--- src/rtl/fconv_float_encoder.sv ---
// Two-stage pipeline converting a 12-bit two's-complement sample into an 8-bit
// sign/exponent/significand code. Optional rounding is enabled by FCONV_ROUND_EN.
module fconv_float_encoder (
    input  logic        clk,
    input  logic        rst_n,
    input  logic        in_valid,
    input  logic [11:0] D,
    output logic        out_valid,
    output logic        S,
    output logic [2:0]  E,
    output logic [3:0]  F
);

    // Leading zeros of a 12-bit magnitude (12 when the value is zero).
    function automatic logic [3:0] count_lz(input logic [11:0] m);
        logic [3:0] n;
        logic       done;
        n    = 4'd0;
        done = 1'b0;
        for (int i = 11; i >= 0; i--) begin
            if (done) begin
                n = n;
            end else if (m[i]) begin
                done = 1'b1;
            end else begin
                n = n + 4'd1;
            end
        end
        return n;
    endfunction

    logic [11:0] mag_s;
    logic        s1_valid_r;
    logic        s1_sign_r;
    logic [11:0] s1_mag_r;
    logic [3:0]  s1_lz_r;
    logic [2:0]  e_raw_s;
    logic [3:0]  f_raw_s;
    logic [2:0]  e_fin_s;
    logic [3:0]  f_fin_s;

    // Magnitude of the input; -2048 has no positive twin so it saturates.
    always_comb begin
        mag_s = D;
        if (D == 12'h800) begin
            mag_s = 12'h7FF;
        end else if (D[11]) begin
            mag_s = ~D + 12'd1;
        end else begin
            mag_s = D;
        end
    end

    // Stage 1: sign, magnitude and leading-zero count; data held when idle.
    always_ff @(posedge clk or negedge rst_n) begin
        if (!rst_n) begin
            s1_valid_r <= 1'b0;
            s1_sign_r  <= 1'b0;
            s1_mag_r   <= 12'd0;
            s1_lz_r    <= 4'd0;
        end else begin
            s1_valid_r <= in_valid;
            if (in_valid) begin
                s1_sign_r <= D[11];
                s1_mag_r  <= mag_s;
                s1_lz_r   <= count_lz(mag_s);
            end else begin
                s1_sign_r <= s1_sign_r;
                s1_mag_r  <= s1_mag_r;
                s1_lz_r   <= s1_lz_r;
            end
        end
    end

    // Exponent from the leading-zero count, then the 4-bit window above it.
    always_comb begin
        e_raw_s = 3'd0;
        if ((s1_lz_r >= 4'd1) && (s1_lz_r <= 4'd7)) begin
            e_raw_s = 3'(4'd8 - s1_lz_r);
        end else begin
            e_raw_s = 3'd0;
        end
        f_raw_s = 4'(s1_mag_r >> e_raw_s);
    end

`ifdef FCONV_ROUND_EN
    logic round_bit_s;

    // Round half up; a significand carry renormalises to 8 and bumps E,
    // and the largest code saturates instead of wrapping.
    always_comb begin
        e_fin_s     = e_raw_s;
        f_fin_s     = f_raw_s;
        round_bit_s = 1'b0;
        if (e_raw_s != 3'd0) begin
            round_bit_s = s1_mag_r[e_raw_s - 3'd1];
        end else begin
            round_bit_s = 1'b0;
        end
        if (!round_bit_s) begin
            e_fin_s = e_raw_s;
            f_fin_s = f_raw_s;
        end else if (f_raw_s != 4'd15) begin
            f_fin_s = f_raw_s + 4'd1;
        end else if (e_raw_s == 3'd7) begin
            e_fin_s = 3'd7;
            f_fin_s = 4'd15;
        end else begin
            e_fin_s = e_raw_s + 3'd1;
            f_fin_s = 4'd8;
        end
    end
`else
    // Truncation: the window is used as is.
    always_comb begin
        e_fin_s = e_raw_s;
        f_fin_s = f_raw_s;
    end
`endif

    // Stage 2: output register; S/E/F keep the last result while idle.
    always_ff @(posedge clk or negedge rst_n) begin
        if (!rst_n) begin
            out_valid <= 1'b0;
            S         <= 1'b0;
            E         <= 3'd0;
            F         <= 4'd0;
        end else begin
            out_valid <= s1_valid_r;
            if (s1_valid_r) begin
                S <= s1_sign_r & (s1_mag_r != 12'd0);
                E <= e_fin_s;
                F <= f_fin_s;
            end else begin
                S <= S;
                E <= E;
                F <= F;
            end
        end
    end

endmodule

--- config.mk ---
export PLATFORM = sky130hd
export DESIGN_NAME = fconv_float_encoder
export DESIGN_NICKNAME = d
export VERILOG_FILES = /design/src/rtl/fconv_float_encoder.sv
export SDC_FILE = /design/constraint.sdc
export NUM_CORES = 1
export LEC_CHECK = 0
export BUFFER_PORTS_ARGS = -buffer_cell sky130_fd_sc_hd__buf_2
export CORE_AREA = 2 2 79 73
export CTS_CLUSTER_DIAMETER = 80
export CTS_CLUSTER_SIZE = 8
export DETAILED_ROUTE_END_ITERATION = 8
export DIE_AREA = 0 0 81 75
export MAX_ROUTING_LAYER = met4
export PLACE_DENSITY_LB_ADDON = 0.2
export SLEW_MARGIN = 40
export SYNTH_ARGS = -nofsm -noshare
export SYNTH_HDL_FRONTEND = slang
export SYNTH_SLANG_ARGS = --single-unit
--- constraint.sdc ---
create_clock -name clk -period 3.5 [get_ports clk]
set_input_delay 0.7 -clock clk [delete_from_list [all_inputs] [get_ports clk]]
set_output_delay 0.7 -clock clk [all_outputs]
set_load 0.1 [all_outputs]
**Word level (Yosys, flattened, before mapping)**

Cells that the tools add are included.
Widths: inputs -> output; s select.

- Logic and storage cells: 98
- Flip-flop bits (word level): 27
- Input port bits: 15

- Multiplexer cells: 69
- Shift operators: 1
- Reduce and logical (&&, ||, !) cells: 2
- $add $sub $neg: 13
- Bitwise logic cells: 2
- Magnitude comparators: 2
- Equality and inequality tests: 1

Operator list:

| cell | count |
|---|---|
| $mux 4 | 33 |
| $add 4x1->4 const B | 11 |
| $mux 1 | 33 |
| $mux 12 | 2 |
| $add 12x1->12 const B | 1 |
| $eq 12x12->1 const B | 1 |
| $not 12->12 | 1 |
| $reduce_bool 12->1 | 1 |
| $shr 12x3->4 | 1 |
| $ge 4x1->1 const B | 1 |
| $le 4x3->1 const B | 1 |
| $mux 3 | 1 |
| $sub 1x3->3 const A | 1 |
| $and 1x1->1 | 1 |
| $logic_and 1x1->1 | 1 |

**Depth between registers and ports, before layout**

Gate-level depths: netlist of run 1.

- Depth in word-level cells: 49
- Gate-level depth with buffers: 34
- Mapped depth without buffers: 33

**Worst setup path after synthesis of run 1**

OpenSTA, ideal clock, no wires.

- Path kind: in2reg
- From: input D[4]
- To: register s1_lz_r[2]
- Setup time: 0.126 ns
- Cell stages on the path: 33
- Path slack: -3.034 ns
- Arrival time: 6.408 ns
- Cell sequence: buf_2 or4_4 nor4_1 mux2i_1 o21ai_0 inv_1 ha_1 o31a_1 ha_1 nand2_1 nand2_1 ha_1 a21oi_1 mux2_2 a21oi_1 nand2_1 nand2_1 ha_1 nand2_1 nand2_1 a2bb2oi_1 ha_1 nand3_1 nand2_1 ha_1 nand2_1 a21oi_1 xor2_1 a211o_1 a21o_1 and3_1 o2111a_1 a221o_1

- Longest elaborated chain between the ends: 49
- Elaborated cells between the ends (all ways): 82
- Classes of those cells: add/sub (12); eq/ne (1); mux (68); bitwise (1)

Ends and longest elaborated chain:

| item | line | source |
|---|---|---|
| from (decl) | 7 | `input logic [11:0] D,` |
| $not 12->12 | 48 | `mag_s = ~D + 12'd1;` |
| $add 12x1->12 | 48 |  |
| $mux 12 | 47 | `end else if (D[11]) begin` |
| $mux 12 * | 45 | `if (D == 12'h800) begin` |
| $mux 1 | 23 | `end else if (m[i]) begin` |
| $mux 4 | 63 | `if (in_valid) begin` |
| $add 4x1->4 | 26 | `n = n + 4'd1;` |
| $mux 4 | 23 |  |
| [... 33 more ...] | n/a |  |
| $mux 4 | 63 |  |
| $add 4x1->4 | 26 |  |
| $mux 4 | 23 |  |
| $mux 4 | 21 | `if (done) begin` |
| $mux 4 | 63 |  |
| $add 4x1->4 | 26 |  |
| $mux 4 | 23 |  |
| $mux 4 * | 21 |  |
| to (signal assigned) | 66 | `s1_lz_r <= count_lz(mag_s);` |
| to (signal assigned) | 70 | `s1_lz_r <= s1_lz_r;` |
| to (decl) | 36 | `logic [3:0] s1_lz_r;` |

Mark *: on every way between the ends. The rest lies on a longest branch, timed or not. The select of a mux whose other input is x is not followed.
A chain may end at the register's enable or synchronous reset.

**Worst setup path in the final report of run 1**

- From: input D[5]
- To: register s1_lz_r[2]

Same word-level chain as after synthesis.

==> results of run 1 <==
-- sequential cells by signal, indices dropped and copies added (netlist names) --
| register | count |
|---|---|
| s1_valid_r | 1 |
| out_valid | 1 |
| s1_lz_r | 4 |
| s1_sign_r | 1 |
| E | 3 |
| s1_mag_r | 12 |
| S | 1 |
| F | 4 |
-- cell type report --
class | count | area, sq um | area share (%)
flip-flops and latches | 27 | 675.6 | 17.08
clock buffers | 3 | 41.29 | 1.044
clock inverters | 1 | 7.507 | 0.1898
well taps | 67 | 83.83 | 2.119
inverters | 17 | 68.82 | 1.739
multi-input cells | 276 | 2087 | 52.75
repair buffers | 134 | 992.2 | 25.08
-- metrics by stage --
step	total power, mW	setup TNS [ps]	hold WS (ps)	util, %	std cells
2_1_floorplan	0.9173	-7919	404.4	-	340
3_3_place_gp	1.139	-8570	471.0	70.82	515
3_5_place_dp	1.155	-9125	483.5	70.82	515
4_1_cts	1.366	-7421	433.8	75.23	525
5_1_grt	1.468	-8417	455.5	76.19	525
6_report	1.386	-7481	418.3	76.19	525
-- worst reg2reg max path, stage by stage (launching register included) --
cell and delay [ps]:
sky130_fd_sc_hd__dfrtp_1 450, sky130_fd_sc_hd__inv_1 110, sky130_fd_sc_hd__ha_1 240, sky130_fd_sc_hd__a21oi_1 210, sky130_fd_sc_hd__and2_1 400, sky130_fd_sc_hd__mux2i_1 170
sky130_fd_sc_hd__mux4_2 460, sky130_fd_sc_hd__a21oi_1 140
-- layer usage --
layer  vias up  GRT usage (%)  routed length (um)
li1       1501              -                   -
met1      1449          40.61                3903
met2       110          49.49                3999
met3        12          3.597                 529
met4         0          5.838                  91
met5         -              -                   0
-- logic make-up (layout without fill, tap and decap cells) --
kind of cell | Yosys count | after routing | synth area share [%]
buffers and inverters | 37 | 155 | 5.720
adder cells (fa/ha/maj) | 11 | 11 | 4.993
flip-flops | 27 | 27 | 24.51
AND/OR/NAND/NOR | 140 | 140 | 26.87
AO/OA/AOI/OAI | 90 | 90 | 24.83
XOR/XNOR | 11 | 11 | 3.495
multiplexers | 24 | 24 | 9.578
-- cells in the final DEF (no fill, tap or decap), types with 4 or more instances in the layout --
cell type | synthesis | final
sky130_fd_sc_hd__o21ai_0 | 15 | 9
sky130_fd_sc_hd__ha_1 | 11 | 6
sky130_fd_sc_hd__buf_6 | 1 | 9
sky130_fd_sc_hd__nor2_1 | 33 | 32
sky130_fd_sc_hd__and2_1 | 8 | 7
sky130_fd_sc_hd__o211ai_1 | 4 | 4
sky130_fd_sc_hd__nand3_1 | 10 | 9
sky130_fd_sc_hd__a21oi_1 | 21 | 17
sky130_fd_sc_hd__nor4_1 | 7 | 4
sky130_fd_sc_hd__xnor2_1 | 5 | 5
sky130_fd_sc_hd__or3_1 | 6 | 5
sky130_fd_sc_hd__nor3_1 | 8 | 8
sky130_fd_sc_hd__buf_2 | 6 | 19
sky130_fd_sc_hd__ha_4 | 0 | 5
sky130_fd_sc_hd__buf_4 | 1 | 106
sky130_fd_sc_hd__a31oi_1 | 10 | 10
sky130_fd_sc_hd__dfrtp_1 | 27 | 27
sky130_fd_sc_hd__a211oi_1 | 6 | 6
sky130_fd_sc_hd__xor2_1 | 6 | 6
sky130_fd_sc_hd__mux2i_1 | 14 | 14
sky130_fd_sc_hd__nand2_1 | 36 | 34
sky130_fd_sc_hd__o21ai_1 | 0 | 5
sky130_fd_sc_hd__inv_1 | 16 | 13
sky130_fd_sc_hd__mux2_2 | 9 | 8
-- worst max-delay path by stage --
stage                     startpoint          to  slack, ps  cells after the start
final                           D[5]  s1_lz_r[2]      -2590                     35
after detailed placement        D[5]  s1_lz_r[2]      -2990                     33
after global placement          D[1]  s1_lz_r[2]      -2790                     33
after global routing            D[4]  s1_lz_r[2]      -2870                     33
after floorplan                 D[3]  s1_lz_r[2]      -2750                     33
after CTS                       D[4]  s1_lz_r[2]      -2560                     33
-- timing repair --
| action | CTS | global route |
|---|---|---|
| endpoints found under the setup margin | 4 | 4 |
| setup buffers | 6 | 0 |
| endpoints found under the hold margin | 0 | 0 |
| gates resized for setup | 36 | 8 |
| pin swaps | 12 | 3 |
-- power by group --
group / total (mW) / switching, mW / internal [mW]
Sequential: 0.400 / 0.0413 / 0.358
Combinational: 0.802 / 0.493 / 0.310
Clock: 0.184 / 0.103 / 0.0809
Total: 1.39 / 0.637 / 0.749
==> metrics.log, run 1 <==
[metrics] run status: finished with violations
[metrics] violations in the final reports: negative setup slack
[metrics] classification of the worst setup path: primary input to flip-flop
[metrics] cell area after synthesis: 0.002756 sq mm
[metrics] sum of buffers and inverters on the critical path: 5
[metrics] clock tree from TritonCTS: done
[metrics] Slew Limit Fails: 0
[metrics] maximum clock rate: 164.3 MHz
[metrics] Die Width: 81 um
[metrics] clock latency on the worst-skew pair: 280 ps
[metrics] area enclosed by the die boundary: 0.006075 sq mm
[metrics] peak per-stage delay on the critical path: 330 ps
[metrics] clock sink count: 27
[metrics] Post-synth top cells: sky130_fd_sc_hd__nand2_1, sky130_fd_sc_hd__nor2_1, sky130_fd_sc_hd__dfrtp_1, sky130_fd_sc_hd__a21oi_1, sky130_fd_sc_hd__inv_1
[metrics] Final setup violation count: 4
[metrics] Post-Layout Inst Area: 0.003956 sq mm
[metrics] ratio of final minimum period to clock period: 173.9%
[metrics] Worst R2R Setup Slack: 1260 ps
[metrics] number of buffers added by the clock tree synthesis step: 3
[metrics] startpoint class of the critical path: primary input
[metrics] most common cell in the synthesized netlist: sky130_fd_sc_hd__nand2_1
[metrics] all-layer global routing usage: 30.16%
[metrics] number of primary I/O pins: 24
[metrics] #FFs+latches synth: 27
[metrics] buffers added on ports: 23
[metrics] clock input transition at the sequential cells of the worst setup and hold paths: 100 ps
[metrics] smallest setup slack after layout: -2588 ps
[metrics] global placer's final weighted congestion: 0.9478
[metrics] leakage component of the power: 1.743 nW
[metrics] dominant cells by area after synthesis: sky130_fd_sc_hd__dfrtp_1, sky130_fd_sc_hd__mux2i_1, sky130_fd_sc_hd__ha_1
[metrics] terminus of the critical flop-to-flop path: F[2]
[metrics] dominant register cell in the synthesized netlist: sky130_fd_sc_hd__dfrtp_1
[metrics] number of nets in the layout: 485
[metrics] Synth-to-Final Area Change: 43.53%
[metrics] required time of the critical path: 3660 ps
[metrics] post-detailed-placement cell area: 0.003677 sq mm
[metrics] antenna violations before repair: 0
[metrics] Inserted Diodes: 0
[metrics] antenna-violating nets left: 0
[metrics] Synth async-reset ratio: 100.0%
[metrics] Post-Synthesis Mean Instance Area: 8.107 sq um
[metrics] Final min period: 6088 ps
[metrics] endpoint type of the worst setup path: flip-flop
[metrics] worst setup skew after layout: 7.878 ps
[metrics] maximum number of pins on one net before global-route repair: 28
[metrics] headroom to the max-slew limit: 59.38%
[metrics] portion of synthesized cell area occupied by the leading cell type: 24.51%
[metrics] share of cells above drive strength 1: 41.70%
[metrics] count of TritonRoute iterations in the first routing pass: 5
[metrics] final global-route overflow total: 0
[metrics] Layout fillers: 359
[metrics] share of the yosys chip area belonging to registers: 24.51%
[metrics] number of flops mapped to enable cells by yosys: 0
[metrics] post-synthesis net count: 366
[metrics] cell count after synthesis: 340
[metrics] worst hold-check path type: primary input to async pin
[metrics] startpoint of the worst register-to-register path: s1_lz_r[0]
[metrics] Yosys Warn Count: 0
[metrics] estimated wirelength of the detail-placed design: 6593 um
[metrics] peak supply drop: 333.0 uV
[metrics] max capacitance violation total: 0
[metrics] routed wire length: 8523 um
[metrics] number of vias per cell: 5.851
[metrics] core footprint: 0.005192 sq mm
[metrics] number of DRC markers in iteration 0: 301
[metrics] Pwr per Cell Area: 350.3 mW/mm^2
[metrics] average wire per standard cell: 16.23 um
[metrics] unrepaired setup endpoints after global routing: true
[metrics] Netlist cell types: 70
[metrics] global-route wire length before repair: 13810 um
[metrics] cell type contributing the most total cell area after synthesis: sky130_fd_sc_hd__dfrtp_1
[metrics] post-cts hold buffer count: 0
[metrics] critical-path cell with the highest stage delay: sky130_fd_sc_hd__or2_2
[metrics] via count of the first global-routing pass: 2935
[metrics] buffer levels on the longest clock path: 2
[metrics] Chip Height: 75 um
[metrics] library cell used as clock root buffer: sky130_fd_sc_hd__clkbuf_8
[metrics] DRC Markers: 0
[metrics] biggest fanout along the worst timing path: 12
[metrics] Core Rows: 25
[metrics] Final Hold Fails: 0
[metrics] worst-margin pin slew: 609.3 ps
[metrics] vias: 3072
[metrics] dominant delay contributor by cell family on the critical path: compound AO/OA/AOI/OAI gates
[metrics] effective utilization at floorplan: 53.08%
[metrics] pre-CTS setup slack: -2994 ps
[metrics] H-tree level count: 1
[metrics] depth of the most critical reg-to-reg path: 7
[metrics] critical path data arrival time: 6250 ps
[metrics] most prevalent standard cell on the critical path: sky130_fd_sc_hd__nand2_1
No activity file was read; power rests on OpenSTA's default activity.
==> inputs of run 2 (changes only) <==
--- a/config.mk
+++ b/config.mk
@@ -12,7 +12,7 @@
 export DETAILED_ROUTE_END_ITERATION = 8
 export DIE_AREA = 0 0 81 75
 export MAX_ROUTING_LAYER = met4
-export PLACE_DENSITY_LB_ADDON = 0.2
+export PLACE_DENSITY = 0.77
 export SLEW_MARGIN = 40
 export SYNTH_ARGS = -nofsm -noshare
 export SYNTH_HDL_FRONTEND = slang
==> metrics.log, run 2 (synthesized netlist as in run 1, its figures left out) <==
[metrics] run status: finished with violations
[metrics] violations in the final reports: negative setup slack
[metrics] terminus of the critical flop-to-flop path: F[3]
[metrics] maximum number of pins on one net before global-route repair: 28 (unchanged)
[metrics] number of vias per cell: 6.876 (+18%)
[metrics] biggest registers after layout: s1_mag_r: 12 flops, F: 4 flops, s1_lz_r: 4 flops
[metrics] biggest fanout along the worst timing path: 4 (-8)
[metrics] maximum clock rate: 151.1 MHz (-8.0%)
[metrics] total power: 1.452 mW (+4.7%)
[metrics] unrepaired setup endpoints after global routing: true
[metrics] share of total power in the clock network: 12.8% (-0.5 points)
[metrics] critical-path cell with the highest stage delay: sky130_fd_sc_hd__or4_4
[metrics] register with the most flip-flops: s1_mag_r
[metrics] Worst R2R Setup Slack: 1090 ps (-170 ps)
[metrics] Layout fillers: 283 (-21%)
[metrics] switching pwr: 0.6923 mW (+8.7%)
[metrics] library cell used as clock root buffer: sky130_fd_sc_hd__clkbuf_8
[metrics] buffers added on ports: 23 (unchanged)
[metrics] H-tree level count: 1 (unchanged)
[metrics] max capacitance violation total: 0 (unchanged)
[metrics] most frequent standard cell in the layout excluding fill and tap cells: sky130_fd_sc_hd__buf_4
[metrics] max reg flops: 12 (unchanged)
[metrics] proportion of total power due to net switching: 47.69% (+1.7 points)
[metrics] depth of the most critical reg-to-reg path: 9 (+2)
[metrics] Final Hold Fails: 0 (unchanged)
[metrics] share of cells above drive strength 1: 44.61% (+2.9 points)
[metrics] ratio of final minimum period to clock period: 189.1% (+15 points)
[metrics] clock latency on the worst-skew pair: 280 ps (about the same)
[metrics] startpoint class of the critical path: primary input
[metrics] estimated wirelength of the detail-placed design: 6909 um (+4.8%)
[metrics] required time of the critical path: 3670 ps (about the same)
[metrics] count of TritonRoute iterations in the first routing pass: 7 (+2)
[metrics] final global-route overflow total: 0 (unchanged)
[metrics] endpoint type of the worst setup path: flip-flop
[metrics] leakage component of the power: 1.794 nW (+3.0%)
[metrics] clock sink count: 27 (unchanged)
[metrics] peak per-stage delay on the critical path: 560 ps (+230 ps)
[metrics] smallest setup slack after layout: -3119 ps (-531.5 ps)
[metrics] Inserted Diodes: 0 (unchanged)
[metrics] Final min period: 6619 ps (+531.6 ps)
[metrics] Synth-to-Final Area Change: 48.52%
[metrics] total internal power: 0.7594 mW (+1.4%)
[metrics] startpoint of the worst register-to-register path: s1_lz_r[0]
[metrics] average wire per standard cell: 21.98 um (+35%)
[metrics] all-layer global routing usage: 33.94% (+3.8 points)
[metrics] routed wire length: 11670 um (+37%)
[metrics] clock input transition at the sequential cells of the worst setup and hold paths: 100 ps (about the same)
[metrics] Final setup violation count: 4 (unchanged)
[metrics] post-cts hold buffer count: 0 (unchanged)
[metrics] vias: 3651 (+19%)
[metrics] Die Width: 81 um (unchanged)
[metrics] classification of the worst setup path: primary input to flip-flop
[metrics] number of DRC markers in iteration 0: 433 (+44%)
[metrics] number of buffers added by the clock tree synthesis step: 3 (unchanged)
[metrics] core footprint: 0.005192 sq mm (unchanged)
[metrics] global placer's final weighted congestion: 0.9299 (-1.9%)
[metrics] number of primary I/O pins: 24 (unchanged)
[metrics] clock tree from TritonCTS: done
[metrics] worst-margin pin slew: 727.5 ps (+118.1 ps)
[metrics] Core Rows: 25 (unchanged)
[metrics] proportion of power drawn by combinational gates: 59.4% (+1.5 points)
[metrics] effective utilization at floorplan: 53.08% (unchanged)
[metrics] via count of the first global-routing pass: 3244 (+11%)
[metrics] worst setup skew after layout: 5.941 ps (-1.937 ps)
[metrics] buffer levels on the longest clock path: 2 (unchanged)
[metrics] Pwr per Cell Area: 354.6 mW/mm^2 (+1.2%)
[metrics] peak supply drop: 327.2 uV (-1.7%)
[metrics] number of nets in the layout: 491 (+1.2%)
[metrics] antenna-violating nets left: 0 (unchanged)
[metrics] antenna violations before repair: 0 (unchanged)
[metrics] critical path data arrival time: 6790 ps (+540 ps)
[metrics] Chip Height: 75 um (unchanged)
[metrics] pre-CTS setup slack: -3031 ps (-37.04 ps)
[metrics] commonest cells after routing, fill and taps aside: sky130_fd_sc_hd__buf_4, sky130_fd_sc_hd__nor2_1, sky130_fd_sc_hd__nand2_1
[metrics] global-route wire length before repair: 15540 um (+13%)
[metrics] share of power burned in registers: 27.8% (-1.0 points)
[metrics] worst hold-check path type: primary input to async pin
[metrics] headroom to the max-slew limit: 51.32% (-8.1 points)
[metrics] most prevalent standard cell on the critical path: sky130_fd_sc_hd__nand2_2
[metrics] Slew Limit Fails: 0 (unchanged)
[metrics] DRC Markers: 0 (unchanged)
[metrics] area enclosed by the die boundary: 0.006075 sq mm (unchanged)
## run 2: critical path, delay by kind of cell
family	cells	cell delay, ps
xor+xnor	1	230
compound gates	9	1840
mux	2	420
simple gates	13	1880
buf+inv	2	210
fa+ha+maj	6	1480
## run 2: timing repair
item	in CTS	in global routing
setup endpoints to repair	4	4
endpoints found under the hold margin	0	0
pin swaps	12	32
resized for setup	37	24
setup buffers	19	5
## run 2: through the flow
stage | std cells | utilization (%) | hold WS [ps] | setup TNS (ps) | area, sq um
after global placement | 505 | 69.37 | 482.0 | -8543 | 3602
after detailed placement | 505 | 69.37 | 490.1 | -9282 | 3602
final | 531 | 78.84 | 411.2 | -9480 | 4094
after floorplan | 340 | - | 404.4 | -7919 | 2786
after global routing | 531 | 78.84 | 447.2 | -9989 | 4094
after CTS | 526 | 75.57 | 426.2 | -7599 | 3924
## run 2: layout make-up
type,instances,area [sq um],share of cell area [%]
multi-input combinational,276,2153,52.60
timing repair buffer,140,1064,25.98
sequential,27,675.6,16.50
tap,67,83.83,2.048
inverter,17,68.82,1.681
clock buffer,3,41.29,1.009
clock inverter,1,7.507,0.1834
## run 2: worst max-delay path by stage
| stage | slack, ps | start | end |
|---|---|---|---|
| after floorplan | -2750 | D[3] | s1_lz_r[2] |
| after global placement | -2800 | D[5] | s1_lz_r[2] |
| after detailed placement | -3030 | D[5] | s1_lz_r[2] |
| after CTS | -2570 | D[5] | s1_lz_r[2] |
| after global routing | -3270 | D[3] | s1_lz_r[3] |
| final | -3120 | D[3] | s1_lz_r[2] |
## run 2: power by group through the flow
stage | combinational [mW] | sequential [mW] | clock [mW]
floorplan | 0.330 | 0.587 | 0
global placement | 0.719 | 0.400 | 0
detailed placement | 0.742 | 0.405 | 0
CTS | 0.778 | 0.398 | 0.183
global route | 0.902 | 0.407 | 0.197
finish | 0.862 | 0.403 | 0.186
## run 2: metal layers
metal | global-route usage (%) | vias to the layer above | share of wire [%]
met5 | - | - | 0
met4 | 15.25 | 0 | 7.1
met3 | 3.357 | 102 | 11
met2 | 57.48 | 313 | 46
met1 | 41.22 | 1724 | 36
li1 | - | 1512 | -
==> inputs of run 3 (changes only) <==
--- a/config.mk
+++ b/config.mk
@@ -13,6 +13,7 @@
 export DIE_AREA = 0 0 81 75
 export MAX_ROUTING_LAYER = met4
 export PLACE_DENSITY = 0.77
+export SKIP_LAST_GASP = 1
 export SLEW_MARGIN = 40
 export SYNTH_ARGS = -nofsm -noshare
 export SYNTH_HDL_FRONTEND = slang
==> constraint.sdc (replaced) <==
create_clock -name clk -period 3.5 [get_ports clk]
set_input_delay 0.35 -clock clk [delete_from_list [all_inputs] [get_ports clk]]
set_output_delay 0.35 -clock clk [all_outputs]
set_load 0.1 [all_outputs]
==> metrics.log, run 3 (synthesized netlist as in run 1, its figures left out) <==
[metrics] violations in the final reports: negative setup slack
[metrics] Synth-to-Final Area Change: 39.26%
[metrics] Chip Height: 75 um (unchanged)
[metrics] area enclosed by the die boundary: 0.006075 sq mm (unchanged)
[metrics] startpoint class of the critical path: primary input
[metrics] worst setup skew after layout: 10.85 ps (+4.910 ps)
[metrics] antenna violations before repair: 0 (unchanged)
[metrics] critical path data arrival time: 6090 ps (-700 ps)
[metrics] routed wire length: 9404 um (-19%)
[metrics] leakage component of the power: 1.671 nW (-6.9%)
[metrics] library cell used as clock root buffer: sky130_fd_sc_hd__clkbuf_8
[metrics] max reg flops: 12 (unchanged)
[metrics] worst hold-check path type: primary input to async pin
[metrics] clock tree from TritonCTS: done
[metrics] Post-Layout Inst Area: 0.003839 sq mm (-6.2%)
[metrics] share of power burned in registers: 28.7% (+0.9 points)
[metrics] peak per-stage delay on the critical path: 580 ps (+20 ps)
[metrics] Pwr per Cell Area: 361.6 mW/mm^2 (+2.0%)
[metrics] Worst R2R Setup Slack: 1010 ps (-80 ps)
[metrics] most frequent standard cell in the layout excluding fill and tap cells: sky130_fd_sc_hd__buf_4
[metrics] number of primary I/O pins: 24 (unchanged)
[metrics] proportion of power drawn by combinational gates: 58.4% (-1.0 points)
[metrics] routed length on met2: 4518 um (-15%)
[metrics] clock input transition at the sequential cells of the worst setup and hold paths: 100 ps (about the same)
[metrics] average wire per standard cell: 18.30 um (-17%)
[metrics] post-cts hold buffer count: 0 (unchanged)
[metrics] register with the most flip-flops: s1_mag_r
[metrics] ratio of final minimum period to clock period: 169.0% (-20 points)
[metrics] commonest cells after routing, fill and taps aside: sky130_fd_sc_hd__buf_4, sky130_fd_sc_hd__nor2_1, sky130_fd_sc_hd__nand2_1
[metrics] pre-CTS setup slack: -2616 ps (+415.1 ps)
[metrics] number of DRC markers in iteration 0: 408 (-5.8%)
[metrics] core footprint: 0.005192 sq mm (unchanged)
[metrics] clock sink count: 27 (unchanged)
[metrics] depth of the most critical reg-to-reg path: 9 (unchanged)
[metrics] Final setup violation count: 3 (-1)
[metrics] number of vias per cell: 6.362 (-7.5%)
[metrics] vias: 3270 (-10%)
[metrics] peak supply drop: 391.8 uV (+20%)
[metrics] buffers added on ports: 23 (unchanged)
[metrics] proportion of total power due to net switching: 46.81% (-0.88 points)
[metrics] global-route wire length before repair: 13880 um (-11%)
[metrics] critical-path cell with the highest stage delay: sky130_fd_sc_hd__or4_4
[metrics] post-detailed-placement cell area: 0.003602 sq mm (unchanged)
[metrics] required time of the critical path: 3680 ps (about the same)
[metrics] clock latency on the worst-skew pair: 280 ps (about the same)
[metrics] Inserted Diodes: 0 (unchanged)
[metrics] biggest fanout along the worst timing path: 4 (unchanged)
[metrics] unrepaired setup endpoints after global routing: true
[metrics] endpoint type of the worst setup path: flip-flop
[metrics] effective utilization at floorplan: 53.08% (unchanged)
[metrics] switching pwr: 0.6498 mW (-6.1%)
[metrics] share of cells above drive strength 1: 40.49% (-4.1 points)
[metrics] global placer's final weighted congestion: 0.9472 (+1.9%)
[metrics] total internal power: 0.7383 mW (-2.8%)
[metrics] run status: finished with violations
[metrics] startpoint of the worst register-to-register path: s1_lz_r[0]
[metrics] max layer used: met4
[metrics] DRC Markers: 0 (unchanged)
[metrics] count of TritonRoute iterations in the first routing pass: 5 (-2)
[metrics] maximum clock rate: 169.0 MHz (+12%)
[metrics] maximum number of pins on one net before global-route repair: 28 (unchanged)
[metrics] Die Width: 81 um (unchanged)
[metrics] Core Rows: 25 (unchanged)
[metrics] classification of the worst setup path: primary input to flip-flop
[metrics] number of buffers added by the clock tree synthesis step: 3 (unchanged)
[metrics] estimated wirelength of the detail-placed design: 6668 um (-3.5%)
[metrics] via count of the first global-routing pass: 2966 (-8.6%)
[metrics] biggest registers after layout: s1_mag_r: 12 flops, F: 4 flops, s1_lz_r: 4 flops
[metrics] Final Hold Fails: 0 (unchanged)
[metrics] antenna-violating nets left: 0 (unchanged)
[metrics] capture point of the worst path: s1_lz_r[2]
[metrics] Met3 Routed Length: 812 um (-35%)
[metrics] Slew Limit Fails: 0 (unchanged)
[metrics] smallest setup slack after layout: -2416 ps (+703.9 ps)
[metrics] share of total power in the clock network: 12.9% (about the same)
[metrics] terminus of the critical flop-to-flop path: F[3]
[metrics] worst setup path start: D[5]
[metrics] Final min period: 5916 ps (-703.9 ps)
[metrics] all-layer global routing usage: 30.26% (-3.7 points)
[metrics] max capacitance violation total: 0 (unchanged)
[metrics] post-layout util: 73.93% (-4.9 points)
[metrics] buffer levels on the longest clock path: 2 (unchanged)
[metrics] met1 routed wirelength after detailed routing: 3650 um (-14%)
[metrics] worst-margin pin slew: 798.2 ps (+70.71 ps)
[metrics] H-tree level count: 1 (unchanged)
[metrics] final global-route overflow total: 0 (unchanged)
[metrics] number of nets in the layout: 474 (-3.5%)
[metrics] headroom to the max-slew limit: 46.59% (-4.7 points)
-- run 3: final cells by class --
type	instances	area (sq um)
Tap cell	67	83.83
Clock inverter	1	5.005
Fill cell	341	1354
Multi-Input combinational cell	276	2097
Clock buffer	3	41.29
Timing Repair Buffer	123	872.1
Sequential cell	27	675.6
Inverter	17	63.81
-- run 3: power by group through the flow --
stage               sequential (mW)  clock, mW  combinational [mW]
detailed placement            0.403          0               0.745
CTS                           0.397      0.179               0.765
global route                  0.404      0.195               0.856
floorplan                     0.587          0               0.330
finish                        0.398      0.180               0.810
global placement              0.399          0               0.719
-- run 3: metal layers --
metal / global-route usage (%) / vias up
li1: - / 1475
met1: 38.63 / 1530
met2: 50.05 / 204
met3: 3.237 / 61
met4: 10.92 / 0
met5: - / -
-- run 3: worst max-delay path, delay by kind of cell --
| family | cells | cell delay, ps |
|---|---|---|
| AOI/OAI and AO/OA | 9 | 1770 |
| and+or+nand+nor | 13 | 1740 |
| adders and majority gates | 6 | 1410 |
| muxes | 2 | 370 |
| xor gates and xnor gates | 1 | 210 |
| buffers and inverters | 2 | 200 |
-- run 3: what timing repair did --
item | CTS | global route
resized for setup | 13 | 19
pin swaps | 7 | 10
endpoints found under the hold margin | 0 | 0
setup buffers | 3 | 2
setup endpoints to repair | 3 | 3
gates cloned | 0 | 0
-- run 3: worst min-delay path by stage --
stage / startpoint / endpoint / slack, ps / cells past startpoint
detailed placement: rst_n / s1_mag_r[8] / 380 / 1
global placement: rst_n / F[3] / 370 / 1
CTS: rst_n / F[0] / 80 / 1
global route: rst_n / S / 100 / 1
finish: rst_n / s1_mag_r[6] / 60 / 1
floorplan: rst_n / E[0] / 50 / 0
-- run 3: through the flow --
stage | std cells | hold WS (ps) | power, mW | TNS (ps)
6_report | 514 | 59.12 | 1.388 | -6779
5_1_grt | 514 | 98.85 | 1.455 | -7656
4_1_cts | 512 | 77.87 | 1.341 | -6255
3_3_place_gp | 505 | 372.6 | 1.118 | -7065
2_1_floorplan | 340 | 54.41 | 0.9173 | -6869
3_5_place_dp | 505 | 380.9 | 1.148 | -7613
